`config.mk`:
```
export PLATFORM = sky130hd
export DESIGN_NAME = reset_sequencer
export DESIGN_NICKNAME = d
export VERILOG_FILES = /design/src/rtl/reset_sequencer.sv
export SDC_FILE = /design/constraint.sdc
export NUM_CORES = 1
export LEC_CHECK = 0
export ABC_AREA = 1
export CAP_MARGIN = 10
export CORE_MARGIN = 1
export CORE_UTILIZATION = 25
export DETAILED_ROUTE_END_ITERATION = 12
export PLACE_DENSITY = 0.45
export SLEW_MARGIN = 20
export SYNTH_ARGS = -nofsm -noshare
export SYNTH_HDL_FRONTEND = slang
export SYNTH_SLANG_ARGS = --single-unit
```
`constraint.sdc`:
```
create_clock -name clk -period 1.2 [get_ports clk]
set_input_delay 0.24 -clock clk [delete_from_list [all_inputs] [get_ports clk]]
set_output_delay 0.24 -clock clk [all_outputs]
set_load 0.03 [all_outputs]
```
`src/rtl/reset_sequencer.sv`:
```
// Multi-domain reset sequencer: staged release after power-on or a debounced button,
// with per-domain debug hold and a last-reset-cause indication.

module reset_sequencer_dbg_lane #(
  parameter int StepCycles = 4
) (
  input  logic clk,
  input  logic rst_n,
  input  logic run_i,
  input  logic req_i,
  output logic ok_d_o
);
  localparam int SW = $clog2(StepCycles + 1);

  logic [SW-1:0] cnt_q, cnt_d;
  logic          ok_q,  ok_d;

  // A request holds the domain and restarts the countdown; release comes StepCycles edges after it drops.
  always_comb begin
    ok_d  = ok_q;
    cnt_d = cnt_q;
    if (!run_i || req_i) begin
      ok_d  = 1'b0;
      cnt_d = '0;
    end else if (!ok_q) begin
      if (cnt_q == SW'(StepCycles - 1)) begin
        ok_d  = 1'b1;
        cnt_d = '0;
      end else begin
        cnt_d = cnt_q + SW'(1);
      end
    end
  end

  always_ff @(posedge clk or negedge rst_n) begin
    if (!rst_n) begin
      ok_q  <= 1'b0;
      cnt_q <= '0;
    end else begin
      ok_q  <= ok_d;
      cnt_q <= cnt_d;
    end
  end

  assign ok_d_o = ok_d;
endmodule

module reset_sequencer #(
  parameter int Channels       = 3,
  parameter int PorCycles      = 16,
  parameter int StepCycles     = 4,
  parameter int DebounceCycles = 8
) (
  input  logic                clk,
  input  logic                rst_n,
  input  logic                sw_reset_req,
  input  logic [Channels-1:0] dbg_reset_req,
  output logic [Channels-1:0] rst_n_out,
  output logic                busy,
  output logic                por_done,
  output logic [1:0]          cause
);
  localparam int MaxCyc = (PorCycles > StepCycles) ? PorCycles : StepCycles;
  localparam int CW     = $clog2(MaxCyc + 1);
  localparam int DW     = $clog2(DebounceCycles + 1);

  localparam logic [1:0] ST_POR  = 2'd0;
  localparam logic [1:0] ST_HOLD = 2'd1;
  localparam logic [1:0] ST_REL  = 2'd2;
  localparam logic [1:0] ST_RUN  = 2'd3;

  logic [1:0] rst_sync_q, sw_sync_q;
  logic       run, sw_s;

  always_ff @(posedge clk or negedge rst_n) begin
    if (!rst_n) begin
      rst_sync_q <= '0;
      sw_sync_q  <= '0;
    end else begin
      rst_sync_q <= {rst_sync_q[0], 1'b1};
      sw_sync_q  <= {sw_sync_q[0], sw_reset_req};
    end
  end

  assign run  = rst_sync_q[1];
  assign sw_s = sw_sync_q[1];

  // Button debounce: one trigger per press, re-armed only by a low sample.
  logic [DW-1:0] db_cnt_q, db_cnt_d;
  logic          armed_q, armed_d, trig_q, trig_d;

  always_comb begin
    db_cnt_d = db_cnt_q;
    armed_d  = armed_q;
    trig_d   = 1'b0;
    if (!run) begin
      db_cnt_d = '0;
      armed_d  = 1'b0;
    end else if (!sw_s) begin
      db_cnt_d = '0;
      armed_d  = 1'b1;
    end else if (armed_q) begin
      if (db_cnt_q == DW'(DebounceCycles - 1)) begin
        trig_d   = 1'b1;
        armed_d  = 1'b0;
        db_cnt_d = '0;
      end else begin
        db_cnt_d = db_cnt_q + DW'(1);
      end
    end
  end

  logic [Channels-1:0] dbg_ok_d;

  for (genvar i = 0; i < Channels; i++) begin : g_lane
    reset_sequencer_dbg_lane #(.StepCycles(StepCycles)) u_lane (
      .clk    (clk),
      .rst_n  (rst_n),
      .run_i  (run),
      .req_i  (dbg_reset_req[i]),
      .ok_d_o (dbg_ok_d[i])
    );
  end

  logic [1:0]          state_q, state_d, cause_q, cause_d;
  logic [CW-1:0]       cnt_q, cnt_d;
  logic [Channels-1:0] seq_q, seq_d, seq_adv, out_q, out_d;
  logic                por_done_q, por_done_d;

  assign seq_adv = (seq_q << 1) | Channels'(1);

  always_comb begin
    state_d    = state_q;
    cnt_d      = cnt_q;
    seq_d      = seq_q;
    cause_d    = cause_q;
    por_done_d = por_done_q;
    if (!run) begin
      state_d = ST_POR;
      cnt_d   = '0;
      seq_d   = '0;
    end else if (trig_q && state_q != ST_HOLD) begin
      state_d = ST_HOLD;
      cnt_d   = '0;
      seq_d   = '0;
      cause_d = 2'b01;
    end else begin
      case (state_q)
        ST_POR, ST_HOLD, ST_REL: begin
          if (cnt_q == ((state_q == ST_REL) ? CW'(StepCycles - 1) : CW'(PorCycles - 1))) begin
            cnt_d   = '0;
            seq_d   = seq_adv;
            state_d = ST_REL;
            if (seq_adv[Channels-1]) begin
              state_d    = ST_RUN;
              por_done_d = 1'b1;
            end
          end else begin
            cnt_d = cnt_q + CW'(1);
          end
        end
        default: ;
      endcase
    end
  end

  // Registered from next-state values so the pins change exactly at the deciding edge.
  assign out_d = seq_d & dbg_ok_d;

  always_ff @(posedge clk or negedge rst_n) begin
    if (!rst_n) begin
      state_q    <= ST_POR;
      cnt_q      <= '0;
      seq_q      <= '0;
      cause_q    <= 2'b00;
      por_done_q <= 1'b0;
      out_q      <= '0;
      db_cnt_q   <= '0;
      armed_q    <= 1'b0;
      trig_q     <= 1'b0;
    end else begin
      state_q    <= state_d;
      cnt_q      <= cnt_d;
      seq_q      <= seq_d;
      cause_q    <= cause_d;
      por_done_q <= por_done_d;
      out_q      <= out_d;
      db_cnt_q   <= db_cnt_d;
      armed_q    <= armed_d;
      trig_q     <= trig_d;
    end
  end

  assign rst_n_out = out_q;
  assign busy      = (state_q != ST_RUN);
  assign por_done  = por_done_q;
  assign cause     = cause_q;
endmodule

```
### After elaboration in Yosys (flattened, before gate mapping)

Cells that the tools add are included.

* add/sub/neg operators: 5
* equal/unequal tests: 15
* multiplexer cells: 44
* bitwise logic cells: 2
* reduce and logical (&&, ||, !) cells: 10

Operators by type and width (count)
* 2-to-1 mux 3 bit: 13
* 2-to-1 mux 4 bit: 5
* 2-to-1 mux 5 bit: 4
* 2-to-1 mux 1 bit: 18
* adder 3 x 1 -> 3 bit (second input constant): 3
* equality test 3 x 2 -> 1 bit (second input constant): 3
* 2-to-1 mux 2 bit: 4
* inequality test 2 bit (second input constant): 4
* inequality test 3 x 1 -> 1 bit (second input constant): 2
* adder 5 x 1 -> 5 bit (second input constant): 1
* equality test 5 x 4 -> 1 bit: 1
* AND reduction 5 bit: 1
* adder 4 x 1 -> 4 bit (second input constant): 1
* equality test 4 x 3 -> 1 bit (second input constant): 1
* AND reduction 2 bit: 2
* bitwise AND 3 bit: 1
* logical OR 1 bit: 3
* inequality test 3 x 2 -> 1 bit (second input constant): 1
* OR reduction 3 bit: 1
* equality test 2 x 1 -> 1 bit (second input constant): 1
* equality test 2 bit (second input constant): 1
* zero test 2 bit: 1
* inequality test 2 x 1 -> 1 bit (second input constant): 1
* logical AND 1 bit: 1
* 2 further kinds: 2

* register bits: 37
* input port bits: 6
* output and inout port bits: 7
* logic and storage cells: 93

### Longest topological paths before layout

* depth after elaboration: 8
* mapped depth: 8
* mapped depth without buffers: 8

### Hierarchy

From an unflattened synthesis, not the netlist that was laid out.

* cells, all modules: 184
* area total of the unflattened synthesis: 1697.9 µm²

By module, submodules not included
* reset_sequencer: instances 1, cells each 118, area an instance 1108.6 µm², seq. area each 625.6 µm²
* reset_sequencer_dbg_lane: instances 3, cells each 22, area an instance 196.4 µm², seq. area each 100.1 µm²

### Worst setup path after synthesis

OpenSTA, ideal clock, no wires.

* path kind: flip-flop to flip-flop
* from: reg state_q[0]
* to: reg state_q[0]
* library setup time: 0.077 ns
* arrival: 1.211 ns
* required time: 1.123 ns
* slack: -0.088 ns
* cell stages (with the launch flop): 6
* buffers on the path: 0
* period minus slack after synthesis: 1.288 ns
* cells stage by stage: dfrtp_1 > nand2_1 > nand4_2 > nand2_1 > nand2_1 > o21ai_1

* longest elaborated chain between the ends: 5
* elaborated cells between the ends (all ways): 13
* those cells by class: eq/ne (6); mux (3); reduce/logical (4)

RTL lines
* from (decl): RTL line 125 `logic [1:0] state_q, state_d, cause_q, cause_d;`
* from (signal assigned): RTL line 182 `state_q <= state_d;`
* equality test 2 bit: RTL line 148, 150
* 2-to-1 mux 4 bit: RTL line 150 `if (cnt_q == ((state_q == ST_REL) ? CW'(StepCycles - 1) : CW'(PorCycles - 1))) begin`
* equality test 5 x 4 -> 1 bit: RTL line 150
* inequality test 3 x 1 -> 1 bit (no source line)
* AND reduction 2 bit (no source line)

Parallel ways exist; a longest one is shown, timed or not.
A chain may end at the register's enable or synchronous reset.

### Worst setup path in the final report

* from: reg state_q[1]
* to: out busy

* longest elaborated chain between the ends: 1

RTL lines
* inequality test 2 bit: RTL line 195 `assign busy = (state_q != ST_RUN);`
* to (decl): RTL line 59 `output logic busy,`

Every way passes these cells.

==> Implementation_results.wiki <==
{| class="wikitable"
! Metric !! Value
|-
| Final count of pins violating max slew || 0
|-
| Fill count || 640
|-
| Placed wire-length estimate after detailed placement || 2190 um
|-
| Most frequent cell after synthesis || dfrtp_1
|-
| DIE AREA || approximately 6800 um^2
|-
| Global placement routability congestion || 0.725
|-
| Number of instances in the synthesized netlist || 173
|-
| Core utilization of the finished layout || 0.370
|-
| Worst Path Class, Setup || reg -> out
|-
| Share of the cycle needed by the critical path after routing || 1.15
|-
| Critical path buffers and inverters || 3
|-
| CP startpoint kind || register
|-
| TritonCTS Buffers || 5
|-
| Worst-path cell with the longest stage delay || dfrtp_1
|-
| Sequential cell area || 927 um^2
|-
| Clock Path Buffers || 2
|-
| Most common flop cell mapped by yosys || dfrtp_1
|-
| Clock transition at the register clock pins on the worst setup and hold paths after CTS || 0.08 ns
|-
| Post-synthesis cell area || 1620 um^2
|-
| Sinks on the clock net || 37
|-
| Antenna-violating nets left || 0
|-
| Final clock skew || about 0.0059 ns
|-
| Status || complete, but fails checks
|-
| Post-route DRC violation count || 0
|-
| Num ports || 13
|-
| Residual overflow from global routing || 0
|-
| Warnings from Yosys || 0
|-
| VDD IR-drop max || ~0.42 mV
|-
| Most used cell along the critical path || buf_6
|-
| Post-detailed-placement cell area || between 1500 and 2000 um^2
|-
| Violated checks || negative setup slack
|-
| Total Routed Length || 3290 um
|-
| Share of final-layout standard cells stronger than drive strength 1 || 0.361
|-
| Width of the chip || 82.5 um
|-
| Number of flip-flops and latches in the synthesized netlist || 37
|-
| Largest net degree at the start of global routing || 38
|-
| Pwr Total || 2.55 mW
|-
| Syn_nets || 184
|-
| Count of cell types in the netlist || 27
|-
| Slack of the critical path || -0.183 ns
|-
| Ant diodes || 0
|-
| Biggest area contributors in the synthesized netlist || dfrtp_1, nand2_1, inv_1, ha_1, a21oi_1
|-
| Maximum fanout count along the critical path || 3
|-
| Cell type contributing the most total cell area after synthesis || dfrtp_1
|-
| Via count || 1,241
|-
| Average cell area after synthesis || roughly 9.4 um^2
|-
| Lkg Pwr || 1.08 nW
|-
| Number of endpoints failing setup at the final stage || 14
|-
| Met3 Wirelength || 110 um
|-
| Initial antenna violation count || 0
|-
| CP cell instances || buf_6 -> nand2_4 -> buf_6 -> buf_6
|-
| Top delay family on crit path || flip-flops
|-
| Buffers added on ports || 11
|-
| Initial standard-cell utilization of the core || 0.266
|-
| Commonest cells post-synth || dfrtp_1, nand2_1, inv_1
|-
| Overall die height || 82.5 um
|-
| Met1 wire length || 1590 um
|-
| Number of core rows || 28
|-
| Finished layout cell area || 2250 um^2
|-
| Proportion of register bits with asynchronous set or reset after synthesis || 1.00
|-
| Final hold violation count || 0
|-
| All-layer global routing usage || 0.114
|-
| Required time reported for the critical path endpoint || 0.96 ns
|-
| Clk_lat worst skew || around 0.29 ns
|-
| Max Freq || 723 MHz
|-
| TritonCTS clock tree || yes
|-
| CP Capture Type || output pin
|-
| Final worst path period need || 1.38 ns
|-
| Library cell used as clock root buffer || clkbuf_8
|-
| Data arrival time of the worst path || 1.14 ns
|-
| Core area || between 6000 and 7000 um^2
|-
| Routed wl met2 || 1540 um
|-
| Multi-input gate area in the final layout || 678 um^2
|-
| H-tree lvl count || 2
|-
| Number of global-route vias before repair || 1,258
|-
| Setup repair after global routing missed its margin || true
|-
| Power density over the cells || ~1100 nW/um^2
|-
| Nets@finish || 229
|-
| Max layer used || met4
|-
| Area delta synth->final || 39.2%
|-
| First-pass GRT wire length || approximately 5600 um
|-
| Detail-routed net length per standard cell || 11.2 um
|-
| Share of the yosys chip area belonging to registers || 0.572
|-
| Detail-routed via count per cell || between 4 and 5
|-
| HP Class || reg -> reg
|-
| Number of iterations in the first detailed-routing pass || 4
|-
| Top-area cell type share of the netlist area || 0.572
|-
| Initial detailed-routing violation count || 42
|-
| Final Instance Count excl. Fillers || 294
|-
| Cells after DPL || 275
|-
| Critical Path Max Stage Delay || around 0.43 ns
|-
| Max_cap viols || 0
|-
| Number of enable-type register cells in the synthesized netlist || 0
|}
-- cell type report --
type                    instances  area share
inverters                      29      0.0483
multi-input cells             106       0.301
clock inverters                 2      0.0172
clock buffers                   6      0.0322
flip-flops and latches         37       0.411
well taps                      75      0.0416
repair buffers                 39       0.148
-- routing by layer --
layer	vias up	track usage
met5	-	0
met3	5	0.0363
met2	18	0.179
li1	639	-
met4	0	0.0526
met1	579	0.142
-- placed cells by master, fill, tap and decap left out, types with 2 or more instances in the layout --
master	count
a211oi_2	4
a21oi_1	7
a21oi_2	6
buf_4	27
buf_6	5
clkbuf_8	5
clkdlybuf4s50_1	4
conb_1	2
dfrtp_1	36
ha_1	4
inv_1	22
inv_2	7
nand2_1	30
nand2_2	4
nand2_4	2
nand3_1	8
nand4_1	3
nor2_1	8
nor2_2	4
nor2_4	4
o21ai_0	2
o21ai_2	2
o21bai_1	2
xor2_1	2
-- sequential cells by signal, summed over array words and instances, names as in the netlist --
signal,count
g_lane.u_lane.cnt_q,9
g_lane.u_lane.ok_q,3
db_cnt_q,4
trig_q,1
por_done,1
armed_q,1
seq_q,3
rst_n_out,3
rst_sync_q,2
sw_sync_q,2
cause,1
state_q,2
cnt_q,5
-- final timing paths --
kind	cells past startpoint	slack [ns]	startpoint	endpoint
worst max register to register	6	-0.16	state_q[1]	cnt_q[4]
min in group asynchronous	3	0.45	rst_n	g_lane[1].u_lane.cnt_q[2]
max in group asynchronous	3	0.54	rst_n	state_q[0]
worst min register to register	0	0.35	sw_sync_q[0]	sw_sync_q[1]
worst max-delay path	4	-0.18	state_q[1]	busy
worst min-delay path	0	0.35	sw_sync_q[0]	sw_sync_q[1]
-- worst register-to-register path: stages (launching register included) --
cell and delay (ns):
dfrtp_1 0.43, buf_6 0.14, buf_4 0.12, nand4_1 0.18
nand2_1 0.11, o21bai_1 0.13, a21boi_1 0.16
-- cell families (layout without fill, tap and decap cells) --
| group | Yosys count | in the layout | share of synthesized area |
|---|---|---|---|
| fa+ha+maj | 5 | 5 | 0.0386 |
| buf+inv | 30 | 76 | 0.0719 |
| simple gates | 69 | 69 | 0.196 |
| xor+xnor | 3 | 3 | 0.0162 |
| compound gates | 27 | 27 | 0.100 |
| other cells | 2 | 2 | 0.00464 |
| flops | 37 | 37 | 0.572 |
-- per-stage QoR --
step | hold WS [ns] | worst slack, ns | TNS, ns
3_3_place_gp | 0.227 | -0.0870 | -0.381
4_1_cts | 0.355 | -0.0776 | -0.546
5_1_grt | 0.356 | -0.224 | -2.49
2_1_floorplan | -0.0556 | 0.0119 | 0
3_5_place_dp | 0.224 | -0.0889 | -0.540
6_report | 0.350 | -0.183 | -1.32
-- timing repair --
item                                    CTS  global route
gates resized for setup                  14            27
gates cloned                              0             0
pin swaps                                 8             9
endpoints found under the setup margin   13            20
buffers inserted                          7             3
hold buffers                              1             0
endpoints found under the hold margin    37             0
-- where the power goes --
| part | internal [mW] | switching, mW | total (mW) |
|---|---|---|---|
| clock | 0.624 | 0.455 | 1.08 |
| combinational | 0.0762 | 0.102 | 0.178 |
| sequential | 1.27 | 0.0205 | 1.29 |
Power figures use the tool's default switching activity.
